===== config.mk =====
export PLATFORM = sky130hd
export DESIGN_NAME = event_timer_sched
export DESIGN_NICKNAME = d
export VERILOG_FILES = /design/src/rtl/event_timer_sched.sv
export SDC_FILE = /design/constraint.sdc
export NUM_CORES = 1
export LEC_CHECK = 0
export BUFFER_PORTS_ARGS = -buffer_cell sky130_fd_sc_hd__buf_2
export CORE_UTILIZATION = 48
export CTS_CLUSTER_SIZE = 24
export DETAILED_ROUTE_END_ITERATION = 8
export PLACE_DENSITY = 0.65
export RECOVER_POWER = 50
export SYNTH_ARGS = -nofsm -noshare
export SYNTH_HDL_FRONTEND = slang
export SYNTH_SLANG_ARGS = --single-unit
export TNS_END_PERCENT = 50

===== constraint.sdc =====
create_clock -name clk -period 6.3 [get_ports clk]
set_input_delay 0.63 -clock clk [delete_from_list [all_inputs] [get_ports clk]]
set_output_delay 0.63 -clock clk [all_outputs]
set_load 0.02 [all_outputs]

===== src/rtl/event_timer_sched.sv =====
// event_timer_sched: shared prescaler producing a TICK_HZ timebase plus four
// independent event channels that count down in ticks and pulse on expiry.
//
// Ports:
//   clk       system clock, all logic on posedge
//   rst       synchronous active-high reset
//   enable    high: prescaler and channels advance; low: counters hold
//   start     per-channel start/restart request
//   stop      per-channel stop request (wins over start and tick)
//   periodic  per-channel mode latched at start (1 = auto-reload)
//   period    per-channel period in ticks, channel i at [i*CNT_W +: CNT_W]
//   tick      one-cycle pulse every DIV cycles
//   busy      per-channel, high while in RUN
//   expired   per-channel one-cycle expiry pulse
module event_timer_sched #(
  parameter int unsigned CLK_FREQ = 16_000_000,
  parameter int unsigned TICK_HZ  = 1000,
  parameter int unsigned CNT_W    = 16
) (
  input  logic               clk,
  input  logic               rst,
  input  logic               enable,
  input  logic [3:0]         start,
  input  logic [3:0]         stop,
  input  logic [3:0]         periodic,
  input  logic [4*CNT_W-1:0] period,
  output logic               tick,
  output logic [3:0]         busy,
  output logic [3:0]         expired
);

  // DIV must be at least 2 for the prescaler to make sense.
  localparam int unsigned DIV = CLK_FREQ / TICK_HZ;
  localparam int unsigned PW  = (DIV > 1) ? $clog2(DIV) : 1;

  localparam logic [PW-1:0]    PrescMax = PW'(DIV - 1);
  localparam logic [PW-1:0]    PrescOne = PW'(1);
  localparam logic [CNT_W-1:0] RemOne   = CNT_W'(1);

  typedef enum logic {StIdle, StRun} state_e;

  // Prescaler and tick
  logic [PW-1:0] presc_q, presc_d;
  logic          tick_q, tick_d;

  always_comb begin
    presc_d = presc_q;
    tick_d  = 1'b0;
    if (enable) begin
      if (presc_q == PrescMax) begin
        presc_d = '0;
        tick_d  = 1'b1;
      end else begin
        presc_d = presc_q + PrescOne;
      end
    end
  end

  always_ff @(posedge clk) begin
    if (rst) begin
      presc_q <= '0;
      tick_q  <= 1'b0;
    end else begin
      presc_q <= presc_d;
      tick_q  <= tick_d;
    end
  end

  assign tick = tick_q;

  // Channels
  state_e           state_q [4];
  state_e           state_d [4];
  logic [CNT_W-1:0] rem_q   [4];
  logic [CNT_W-1:0] rem_d   [4];
  logic [CNT_W-1:0] per_q   [4];
  logic [CNT_W-1:0] per_d   [4];
  logic [3:0]       mode_q, mode_d;
  logic [3:0]       exp_q, exp_d;

  // A tick pulse that lands while enable has dropped must not decrement.
  logic ch_tick;
  assign ch_tick = tick_q & enable;

  always_comb begin
    state_d = state_q;
    rem_d   = rem_q;
    per_d   = per_q;
    mode_d  = mode_q;
    exp_d   = '0;
    for (int i = 0; i < 4; i++) begin
      if (stop[i]) begin
        state_d[i] = StIdle;
        rem_d[i]   = '0;
      end else if (start[i]) begin
        if (period[i*CNT_W +: CNT_W] == '0) begin
          // Zero period expires immediately and never runs.
          state_d[i] = StIdle;
          rem_d[i]   = '0;
          exp_d[i]   = 1'b1;
        end else begin
          state_d[i] = StRun;
          rem_d[i]   = period[i*CNT_W +: CNT_W];
          per_d[i]   = period[i*CNT_W +: CNT_W];
          mode_d[i]  = periodic[i];
        end
      end else if (state_q[i] == StRun && ch_tick) begin
        if (rem_q[i] > RemOne) begin
          rem_d[i] = rem_q[i] - RemOne;
        end else begin
          exp_d[i] = 1'b1;
          if (mode_q[i]) begin
            rem_d[i] = per_q[i];
          end else begin
            state_d[i] = StIdle;
            rem_d[i]   = '0;
          end
        end
      end
    end
  end

  always_ff @(posedge clk) begin
    if (rst) begin
      for (int i = 0; i < 4; i++) begin
        state_q[i] <= StIdle;
        rem_q[i]   <= '0;
        per_q[i]   <= '0;
      end
      mode_q <= '0;
      exp_q  <= '0;
    end else begin
      for (int i = 0; i < 4; i++) begin
        state_q[i] <= state_d[i];
        rem_q[i]   <= rem_d[i];
        per_q[i]   <= per_d[i];
      end
      mode_q <= mode_d;
      exp_q  <= exp_d;
    end
  end

  always_comb begin
    busy = '0;
    for (int i = 0; i < 4; i++) begin
      busy[i] = (state_q[i] == StRun);
    end
  end

  assign expired = exp_q;

endmodule


==> results of run 1 <==
## cells in the mapped netlist (5+ instances only)
library cell,n
a21o_1,6
nand4_1,14
nor2_1,95
a21oi_1,124
o21ai_0,63
nor3_1,27
o22ai_1,11
nor4_1,30
nand2_1,126
and2_1,7
a22oi_1,7
buf_2,9
nor2b_1,5
xor2_1,21
a221oi_1,14
a41oi_1,8
xnor2_1,18
or4_1,14
inv_1,16
a31oi_1,17
ha_1,9
or2_2,11
or3_1,10
and3_1,8
a211o_1,11
nand3_1,15
mux2i_1,37
o211ai_1,6
a211oi_1,11
clkbuf_1,53
nand2b_1,7
dfxtp_1,155
## stage by stage
| stage | setup slack (ns) | hold WS, ns |
|---|---|---|
| 4_1_cts | 3.265 | 0.4283 |
| 6_report | 2.480 | 0.4358 |
| 2_1_floorplan | 3.953 | 0.4317 |
| 3_3_place_gp | 2.960 | 0.4409 |
| 5_1_grt | 2.258 | 0.4381 |
| 3_5_place_dp | 2.837 | 0.4501 |
## worst reg2reg max path: stages (launching register included)
cell	delay [ns]
dfxtp_1	0.37
or4_1	0.68
nor4_1	1.34
a21oi_1	0.60
a32oi_1	0.35
a21oi_1	0.09
## flip-flops by register name, indices dropped and copies added, names as in the netlist
name	cells
per_q	64
rem_q	64
busy	4
tick	1
presc_q	14
expired	4
mode_q	4
## per-layer routing
layer	vias up	part of all wire, %
li1	4034	-
met1	3895	47
met2	373	45
met3	33	7.3
met4	0	1.6
met5	-	0
## where the power goes
part,switching [W],internal [W],leakage (nW),total [W]
sequential,0.0000457,0.00102,1.27,0.00107
combinational,0.000321,0.000190,2.01,0.000511
clock,0.000426,0.000594,0.278,0.00102
## cell families (layout without fill, tap and decap cells)
kind of cell / count (synthesis) / after routing / synth area share [%]
fa+ha+maj: 9 / 9 / 1.333
simple gates: 394 / 394 / 23.46
compound gates: 338 / 338 / 25.82
flops: 155 / 155 / 36.74
xor+xnor: 39 / 39 / 4.044
mux: 39 / 39 / 4.651
buf+inv: 84 / 145 / 3.955
## final cells by class
cell class                 count  area, sq um  area share (%)
tap                          225        281.5           2.971
sequential                   155         3103           32.75
timing repair buffer          94        466.7           4.925
multi-input combinational    819         4969           52.44
clock inverter                14        145.1           1.532
inverter                      19        71.32          0.7527
clock buffer                  18        439.2           4.635
## worst paths after layout
kind                               start                      to  cells after the start
hold / removal               periodic[3]  mode_q[3]$_SDFFE_PP0P_                      3
setup / recovery                start[2]  per_q[23]$_SDFFE_PP0P_                      7
setup reg to reg   rem_q[7]$_SDFFE_PP0P_   rem_q[9]$_SDFFE_PP0P_                      5
hold reg to reg   per_q[47]$_SDFFE_PP0P_  per_q[47]$_SDFFE_PP0P_                      2
==> results.tsv, run 1 <==
stage	metric	value	unit
place	Port Buf Inserts	87	
critical_path	Buf/Inv on CP	3	
yosys	Ys Warns	0	
floorplanning	core footprint	17240	sq um
yosys	library cells used by synthesis	77	
cells_and_area	fill count	1657	
place	DPL Wire Length	16350	um
global_routing	initial antenna violation count	0	
sta	fmax	261.8	MHz
clock_network	postcts setup bufs	0	
global_routing	gr ovfl total	0	
clock_network	Skew-Pair Late Insertion Delay	0.43	ns
sta	final setup fails	0	
flow_run	Max Cap Viol	1	
cells_and_area	commonest non-fill, non-tap cell in the layout	dfxtp_1	
yosys	Synth Flop Type	dfxtp_1	
floorplanning	Cell Rows	48	
sta	fin crit period	3.820	ns
floorplanning	# IOs	88	
route	Via-to-Cell Ratio	6.202	
sta	TNS Setup	0	ns
clock_network	CTS tree	yes	
cells_and_area	NumNets Final	1194	
clock_network	Resized cells post-CTS	0	
status	failing checks	max-capacitance violations, max-slew violations	
global_routing	vias in the first global route	7690	
place	dpl cells	1312	
route	DRT antenna net count	0	
status	status	finished, violations left	
yosys	synthesized flop and latch total	155	
clock_network	clock root cell	clkbuf_16	
yosys	Synth top area share	36.74	%
global_routing	routing usage on met2	41.70	%
critical_path	largest stage delay on the critical path	0.96	ns
sta	final hold vios	0	
global_routing	most crowded layer after global routing	met2	
critical_path	Crit. End Element	flip-flop	
cells_and_area	commonest non-fill, non-tap cells in the layout	dfxtp_1 (155), a21oi_1 (127), nand2_1 (126), nor2_1 (95), buf_2 (76)	
yosys	post-synthesis cell count	1058	
pwr	PD cells	274.4	nW/um^2
pwr	Lkg Pwr	3.553	nW
floorplanning	Die Ht	134.7	um
yosys	number of enable flip-flop cells after synthesis	0	
route	DRT Wirelength	24120	um
cells_and_area	share of cells above drive strength 1	13.05	%
clock_network	Sinks on Clock Net	155	
route	Wirelength per Cell	17.95	um
place	Final GP Congestion	0.8814	
critical_path	Most common cell on crit path	clkbuf_1	
clock_network	Max Buffers Root-to-Sink	2	
critical_path	crit start category	input port	
cells_and_area	final core utilization	54.97	%
critical_path	Worst Setup Path Type	input port to flip-flop	
yosys	share of the yosys chip area belonging to registers	36.74	%
clock_network	hold buffers post-CTS	0	
global_routing	M3 GR Usage	4.805	%
global_routing	Tot GR Track Use	26.98	%
floorplanning	die area	18130	sq um
sta	Final Slew Violations	11	
sta	Tcrit/Tclk final	60.63	%
floorplanning	Initial Utilization	49.01	%
yosys	synth top area cells	dfxtp_1 (37%), a21oi_1 (7.3%), nand2_1 (5.6%), mux2i_1 (4.4%), nor2_1 (4.2%)	
critical_path	FF-to-FF setup slack	2.75	ns
sta	Worst Tran Pin Value	1.580	ns
clock_network	H-tree lvl count	4	
critical_path	critical-path maximum fanout	25	
critical_path	Critical Path AT	4.10	ns
place	Cell Area, Placed	8959	sq um
critical_path	Critical Path, Cell by Cell	clkbuf_1, inv_1, a41oi_1, nor2b_2, clkbuf_1, mux2i_1, nor2_1	
critical_path	CP Data Required Time	6.58	ns
critical_path	slowest CP cell	clkbuf_1	
route	via count	8335	
sta	RSZ-0062 raised after global routing	false	
yosys	Async SR Flop Fraction	0	%
sta	Slew headroom	-6.305	%
cells_and_area	n_diodes	0	
yosys	Synth Cell Area	8447	sq um
yosys	post-synth top area cell	dfxtp_1	
critical_path	Top delay family on crit path	buffers and inverters	
route	DRC Markers	0	
min_path	min-delay worst type	input port to flip-flop	
clock_network	cts bufs inserted	17	
route	1st-iter DRT viols	829	
clock_network	Clk pin slew, worst setup/hold paths	0.07	ns
cells_and_area	Layout area overhead	12.18	%
global_routing	largest net degree at the start of global routing	67	
yosys	Mapped Nets	1146	
cells_and_area	Final Non-Filler Cells	1344	
route	drt pass-1 iters	5	
pwr	maximum VDD drop	0.1885	mV
global_routing	met1 Usage GRT	38.20	%
global_routing	first-pass GRT wire length	39470	um
cells_and_area	Post-Layout Inst Area	9475	sq um
floorplanning	die width	134.7	um
pwr	Overall Power	0.002600	W
sta	Fin Clk Skew	0.009054	ns
yosys	mean area per synthesized cell	7.984	sq um
Power figures use the tool's default switching activity.
==> run 2, diff against run 1 <==
--- a/config.mk
+++ b/config.mk
@@ -5,11 +5,12 @@
 export SDC_FILE = /design/constraint.sdc
 export NUM_CORES = 1
 export LEC_CHECK = 0
+export ABC_AREA = 1
 export BUFFER_PORTS_ARGS = -buffer_cell sky130_fd_sc_hd__buf_2
 export CORE_UTILIZATION = 48
 export CTS_CLUSTER_SIZE = 24
 export DETAILED_ROUTE_END_ITERATION = 8
-export PLACE_DENSITY = 0.65
+export PLACE_DENSITY = 0.67
 export RECOVER_POWER = 50
 export SYNTH_ARGS = -nofsm -noshare
 export SYNTH_HDL_FRONTEND = slang
==> constraint.sdc (replaced) <==
create_clock -name clk -period 3.15 [get_ports clk]
set_input_delay 0.315 -clock clk [delete_from_list [all_inputs] [get_ports clk]]
set_output_delay 0.315 -clock clk [all_outputs]
set_load 0.02 [all_outputs]
==> run 2 against run 1 <==
  * Cell area rose by 11%
  * Via count is 17% higher
  * Register-to-register slack got worse by 1.7 ns
  * First-iteration DRC count is 6.0% lower
  * Clock skew is essentially flat
  * Hold slack lost 0.29 ns
  * Routed wire length up 5.0%
  * Non-clock buffer count increased by 8
  * The run now ends clean
  * Critical path type unchanged
  * Largest cell class unchanged
  * Critical endpoint is now per_q[50]$_SDFFE_PP0P_
  * Count of clock-buffer cells in the layout up 1
==> results.tsv, run 2 <==
stage	metric	value	unit	change
floorplanning	Die Ht	142.1	um	+5.5%
critical_path	crit start category	input port		
min_path	Hold Startpoint	period[43]		
yosys	Synth top area share	32.95	%	-3.8 points
sta	Slew headroom	48.05	%	+54 points
cells_and_area	Post-Layout Inst Area	10530	sq um	+11%
critical_path	Worst Setup Path Type	input port to flip-flop		
floorplanning	# IOs	88		unchanged
clock_network	H-tree lvl count	4		unchanged
floorplanning	die width	142.1	um	+5.5%
global_routing	gr ovfl total	0		unchanged
status	status	completed		
floorplanning	core footprint	18960	sq um	+10%
critical_path	Crit. End Element	flip-flop		
clock_network	postcts setup bufs	0		unchanged
global_routing	initial antenna violation count	0		unchanged
pwr	Lkg Pwr	5.113	nW	+44%
critical_path	reg2reg end	rem_q[1]$_SDFFE_PP0P_		
cells_and_area	commonest non-fill, non-tap cells in the layout	nand2_1 (495), nor2_1 (192), inv_1 (182), a21oi_1 (170), dfxtp_1 (155)		
global_routing	Tot GR Track Use	26.32	%	-0.66 points
yosys	Ys Warns	0		unchanged
critical_path	worst-case reg-to-reg path depth	11		+6
place	DPL Wire Length	17980	um	+10%
cells_and_area	share of cells above drive strength 1	9.774	%	-3.3 points
yosys	Mapped Nets	1644		+43%
critical_path	Critical Path AT	2.69	ns	-1.41 ns
clock_network	Skew-Pair Late Insertion Delay	0.43	ns	about the same
route	Via-to-Cell Ratio	5.137		-17%
floorplanning	Cell Rows	50		+4.2%
sta	TNS Setup	0	ns	unchanged
route	Wirelength per Cell	13.35	um	-26%
cells_and_area	fill count	1960		+18%
place	Cell Area, Placed	9991	sq um	+12%
min_path	min-delay worst type	input port to flip-flop		
clock_network	Sinks on Clock Net	155		unchanged
clock_network	hold buffers post-CTS	0		unchanged
pwr	sequential power share	40.1	%	-1.0 points
floorplanning	Initial Utilization	49.68	%	+0.68 points
pwr	internal power	0.003632	W	+100%
global_routing	largest net degree at the start of global routing	40		-40%
route	drt pass-1 iters	9		+4
clock_network	Max Buffers Root-to-Sink	2		unchanged
yosys	Post-synth top cells	nand2_1 (490), nor2_1 (191), inv_1 (178)		
yosys	Async SR Flop Fraction	0	%	unchanged
place	Final GP Congestion	0.9012		+2.2%
sta	RSZ-0062 raised after global routing	false		
pwr	Clock Power Share	38.5	%	-0.7 points
sta	WHS	0.1462	ns	-0.2896 ns
route	DRC Markers	0		unchanged
clock_network	Resized cells post-CTS	0		unchanged
sta	Fin Clk Skew	0.009142	ns	+0.00008796 ns
cells_and_area	Top Registers	per_q: 64 flops, rem_q: 64 flops, presc_q: 14 flops		
yosys	synth top area cells	dfxtp_1 (33%), nand2_1 (20%), a21oi_1 (9.0%), nor2_1 (7.6%), inv_1 (7.1%)		
pwr	maximum VDD drop	0.3973	mV	+110%
yosys	number of enable flip-flop cells after synthesis	0		unchanged
critical_path	RR Startpoint	rem_q[0]$_SDFFE_PP0P_		
critical_path	FF-to-FF setup slack	1.02	ns	-1.73 ns
yosys	Synth Flop Type	dfxtp_1		
sta	Tcrit/Tclk final	74.04	%	
yosys	synthesized flop and latch total	155		unchanged
sta	Worst Tran Pin Value	0.7792	ns	-0.8008 ns
cells_and_area	n_diodes	0		unchanged
route	DRT Wirelength	25330	um	+5.0%
place	Port Buf Inserts	87		unchanged
cells_and_area	footprint of the multi-input gates	5284	sq um	+6.3%
cells_and_area	storage element area	3103	sq um	unchanged
route	DRT antenna net count	0		unchanged
sta	Final Slew Violations	0		-11
clock_network	CTS tree	yes		
floorplanning	die area	20180	sq um	+11%
critical_path	CP Data Required Time	3.51	ns	-3.07 ns
global_routing	vias in the first global route	8730		+14%
critical_path	critical-path maximum fanout	19		-24%
sta	final setup fails	0		unchanged
sta	fmax	428.7	MHz	
cells_and_area	Layout area overhead	11.85	%	
pwr	switching power	0.001717	W	+120%
clock_network	cts bufs inserted	17		unchanged
pwr	Comb pwr share	21.4	%	+1.8 points
yosys	mean area per synthesized cell	6.053	sq um	-24%
min_path	hold path depth	3		unchanged
clock_network	Clk pin slew, worst setup/hold paths	0.06	ns	about the same
sta	final hold vios	0		unchanged
yosys	post-synth top area cell	dfxtp_1		
flow_run	Max Cap Viol	0		-1
sta	fin crit period	2.332	ns	
global_routing	first-pass GRT wire length	43020	um	+9.0%
cells_and_area	NumNets Final	1712		+43%
yosys	Synth Cell Area	9418	sq um	+11%
cells_and_area	commonest non-fill, non-tap cell in the layout	nand2_1		
pwr	switching part of the total	32.10	%	+1.6 points
yosys	share of the yosys chip area belonging to registers	32.95	%	-3.8 points
yosys	library cells used by synthesis	44		-43%
route	1st-iter DRT viols	779		-6.0%
min_path	Hold Path Sink	per_q[27]$_SDFFE_PP0P_		
route	via count	9744		+17%
yosys	post-synthesis cell count	1556		+47%
clock_network	clock root cell	clkbuf_16		
yosys	most common cell in the synthesized netlist	nand2_1		
pwr	PD cells	507.8	nW/um^2	+85%
==> run 2: cell types whose count changed after synthesis, sizes merged, moves of 14 or more <==
cell / delta
nor3: -20
a21oi: +41
nand3: +84
mux2i: -37
nor4: -30
a221oi: -14
inv: +170
nand2: +383
xnor2: -15
clkbuf: -26
or4: -15
o21ai: +16
nor2: +112
a31oi: -16
==> run 2: routing by layer <==
layer | wire [um] | track usage (%) | up-vias | share of wire [%]
met5 | 0 | 0 | - | 0
met3 | 1383 | 4.341 | 31 | 5.5
met2 | 11000 | 40.63 | 257 | 43
li1 | - | - | 5085 | -
met4 | 427 | 7.583 | 0 | 1.7
met1 | 12520 | 37.51 | 4371 | 49
==> run 2: final cells by class <==
| cell class | instances | share of cell area (%) |
|---|---|---|
| well taps | 260 | 3.088 |
| multi-input cells | 1160 | 50.16 |
| clock inverters | 13 | 1.354 |
| clock buffers | 19 | 4.205 |
| flip-flops and latches | 155 | 29.46 |
| inverters | 188 | 6.699 |
| repair buffers | 102 | 5.036 |
==> run 2: kinds of logic after synthesis <==
family | Yosys count | share of synthesized area (%)
xor+xnor | 21 | 1.953
flops | 155 | 32.95
simple gates | 865 | 38.73
compound gates | 265 | 14.49
buf+inv | 241 | 10.68
fa+ha+maj | 9 | 1.196
==> run 2: how the worst max path moves through the flow <==
stage,start,endpoint,depth (start not counted)
global placement,start[1],per_q[40]$_SDFFE_PP0P_,7
floorplan,rem_q[0]$_SDFFE_PP0P_,rem_q[12]$_SDFFE_PP0P_,12
global route,start[0],per_q[50]$_SDFFE_PP0P_,7
detailed placement,start[1],per_q[40]$_SDFFE_PP0P_,7
CTS,rem_q[0]$_SDFFE_PP0P_,rem_q[1]$_SDFFE_PP0P_,11
finish,start[0],per_q[50]$_SDFFE_PP0P_,7
==> run 2: worst max-delay path: stages <==
cell	delay [ns]
buf_2	0.35
inv_1	0.40
a21oi_1	0.27
nand2_1	0.45
inv_1	0.65
nand2_1	0.11
a21oi_1	0.14
==> run 2: power by group through the flow <==
stage          Clock, W  Sequential [W]  Combinational, W
2_1_floorplan         0         0.00216          0.000884
3_5_place_dp          0         0.00219           0.00114
6_report        0.00206         0.00215           0.00114
5_1_grt         0.00218         0.00216           0.00132
4_1_cts         0.00210         0.00214           0.00114
3_3_place_gp          0         0.00218           0.00113
==> run 2: stage by stage <==
step	total power (W)	instances	util [%]	setup slack, ns
CTS	0.005386	1897	55.80	1.012
global route	0.005662	1897	55.57	0.5370
global placement	0.003316	1865	52.71	1.019
finish	0.005349	1897	55.57	0.8176
floorplan	0.003043	1556	-	1.571
detailed placement	0.003324	1865	52.71	0.9615
==> run 3, diff against run 2 <==
--- a/config.mk
+++ b/config.mk
@@ -10,7 +10,7 @@
 export CORE_UTILIZATION = 48
 export CTS_CLUSTER_SIZE = 24
 export DETAILED_ROUTE_END_ITERATION = 8
-export PLACE_DENSITY = 0.67
+export PLACE_DENSITY = 0.65
 export RECOVER_POWER = 50
 export SYNTH_ARGS = -nofsm -noshare
 export SYNTH_HDL_FRONTEND = slang
==> constraint.sdc (replaced) <==
create_clock -name clk -period 2.4 [get_ports clk]
set_input_delay 0.24 -clock clk [delete_from_list [all_inputs] [get_ports clk]]
set_output_delay 0.24 -clock clk [all_outputs]
set_load 0.02 [all_outputs]
==> run 3 against run 2 <==
  * Total power increased by 31%
  * Combinational power is 34% higher
  * Cell area up 0.88%
  * Global-route usage up 0.45 points
  * Die area unchanged
  * Largest power group unchanged
==> results.tsv, run 3 (synthesized netlist as in run 2, its figures left out) <==
stage	metric	value	unit	change
status	status	completed		
sta	Fin Clk Skew	0.01120	ns	+0.002056 ns
critical_path	CP Data Required Time	2.71	ns	-0.80 ns
clock_network	Clk pin slew, worst setup/hold paths	0.07	ns	about the same
global_routing	initial antenna violation count	1		+1
min_path	min-delay worst type	input port to flip-flop		
route	drt pass-1 iters	5		-4
clock_network	Max Buffers Root-to-Sink	2		unchanged
route	via count	9777		+0.34%
critical_path	Critical Path AT	2.35	ns	-0.34 ns
route	1st-iter DRT viols	702		-9.9%
floorplanning	# IOs	88		unchanged
cells_and_area	NumNets Final	1723		+0.64%
floorplanning	die area	20180	sq um	unchanged
pwr	maximum VDD drop	0.5201	mV	+31%
floorplanning	core footprint	18960	sq um	unchanged
floorplanning	Initial Utilization	49.68	%	unchanged
pwr	Overall Power	0.007018	W	+31%
cells_and_area	Layout area overhead	12.83	%	
critical_path	crit start category	flip-flop		
sta	Tcrit/Tclk final	85.06	%	
floorplanning	die width	142.1	um	unchanged
place	Port Buf Inserts	87		unchanged
cells_and_area	fill count	1920		-2.0%
cells_and_area	Post-Layout Inst Area	10630	sq um	+0.88%
sta	Slew headroom	52.30	%	+4.3 points
cells_and_area	share of cells above drive strength 1	10.62	%	+0.84 points
place	Final GP Congestion	0.9109		+1.1%
sta	fin crit period	2.042	ns	
clock_network	Resized cells post-CTS	0		unchanged
clock_network	H-tree lvl count	4		unchanged
sta	Worst Tran Pin Value	0.7134	ns	-0.06580 ns
clock_network	clock root cell	clkbuf_16		
sta	final setup fails	0		unchanged
sta	RSZ-0062 raised after global routing	false		
pwr	Lkg Pwr	5.167	nW	+1.0%
clock_network	cts bufs inserted	17		unchanged
flow_run	Max Cap Viol	0		unchanged
critical_path	Crit. End Element	flip-flop		
route	Via-to-Cell Ratio	5.122		-0.29%
route	DRT Wirelength	25940	um	+2.4%
clock_network	hold buffers post-CTS	0		unchanged
global_routing	Tot GR Track Use	26.77	%	+0.45 points
sta	final hold vios	0		unchanged
clock_network	Sinks on Clock Net	155		unchanged
global_routing	gr ovfl total	0		unchanged
cells_and_area	Top Registers	per_q: 64 flops, rem_q: 64 flops, presc_q: 14 flops		
sta	fmax	489.8	MHz	
cells_and_area	commonest non-fill, non-tap cells in the layout	nand2_1 (492), nor2_1 (192), inv_1 (182), a21oi_1 (170), dfxtp_1 (155)		
pwr	PD cells	660.4	nW/um^2	+30%
route	DRC Markers	0		unchanged
clock_network	Skew-Pair Late Insertion Delay	0.43	ns	about the same
cells_and_area	commonest non-fill, non-tap cell in the layout	nand2_1		
clock_network	postcts setup bufs	0		unchanged
sta	TNS Setup	0	ns	unchanged
global_routing	largest net degree at the start of global routing	31		-23%
critical_path	Worst Setup Path Type	flip-flop to flip-flop		
place	Cell Area, Placed	10070	sq um	+0.83%
global_routing	first-pass GRT wire length	43610	um	+1.4%
clock_network	CTS tree	yes		
critical_path	critical-path maximum fanout	12		-7
place	DPL Wire Length	18510	um	+3.0%
floorplanning	Cell Rows	50		unchanged
sta	Final Slew Violations	0		unchanged
route	DRT antenna net count	0		unchanged
route	Wirelength per Cell	13.59	um	+1.8%
floorplanning	Die Ht	142.1	um	unchanged
global_routing	vias in the first global route	8853		+1.4%
==> run 3: cell count changes in the layout (fill, tap and decap cells not counted), sizes merged <==
cell	change
clkinv	+1
bufinv	-1
buf	+10
diode	+1
inv	+2
clkinvlp	-1
==> run 3: worst paths after layout <==
check,startpoint,end,slack (ns),cells after the start
worst max-delay path,rem_q[0]$_SDFFE_PP0P_,rem_q[0]$_SDFFE_PP0P_,0.36,11
worst min-delay path,periodic[2],mode_q[2]$_SDFFE_PP0P_,0.05,3
worst max register to register,rem_q[0]$_SDFFE_PP0P_,rem_q[0]$_SDFFE_PP0P_,0.36,11
worst min register to register,per_q[33]$_SDFFE_PP0P_,per_q[33]$_SDFFE_PP0P_,0.47,2
==> run 3: power breakdown <==
part	total (W)	internal (W)	switching [W]
sequential	0.00281	0.00270	0.000116
combinational	0.00153	0.000524	0.00101
clock	0.00268	0.00148	0.00120
total	0.00702	0.00470	0.00232
==> run 3: critical path, cell delays in order, from the launching register on <==
cell and delay [ns]:
dfxtp_1 0.35, inv_1 0.11, ha_1 0.21, nand2_1 0.08
nor2_2 0.20, nand2_1 0.11, nand2_1 0.08, nand2_2 0.13
inv_1 0.34, o21ai_0 0.16, nand2_1 0.09, a21oi_1 0.06
==> run 3: area by class of cell <==
cell class | count | area [sq um] | share of cell area (%)
Timing Repair Buffer | 113 | 614.3 | 5.781
Clock buffer | 18 | 439.2 | 4.133
Inverter | 188 | 705.7 | 6.641
Antenna cell | 1 | 2.502 | 0.02355
Tap cell | 260 | 325.3 | 3.061
Sequential cell | 155 | 3103 | 29.20
Clock inverter | 14 | 140.1 | 1.319
Multi-Input combinational cell | 1160 | 5296 | 49.84
==> run 3: per-layer routing <==
metal  GRT usage (%)  wire [um]  vias up
li1                -          -     5096
met1           37.25      12530     4375
met2           43.21      11710      285
met3           4.441       1427       21
met4           5.999        275        0
met5               0          0        -
==> run 3: stage by stage <==
stage / setup WS (ns) / instances / hold slack (ns) / util [%]
5_1_grt: 0.07289 / 1908 / 0.04176 / 56.05
2_1_floorplan: 0.8211 / 1556 / 0.3749 / -
6_report: 0.3585 / 1909 / 0.05074 / 56.06
4_1_cts: 0.3795 / 1908 / 0.04150 / 56.20
3_5_place_dp: 0.3962 / 1876 / 0.4579 / 53.14
3_3_place_gp: 0.5067 / 1876 / 0.4523 / 53.14
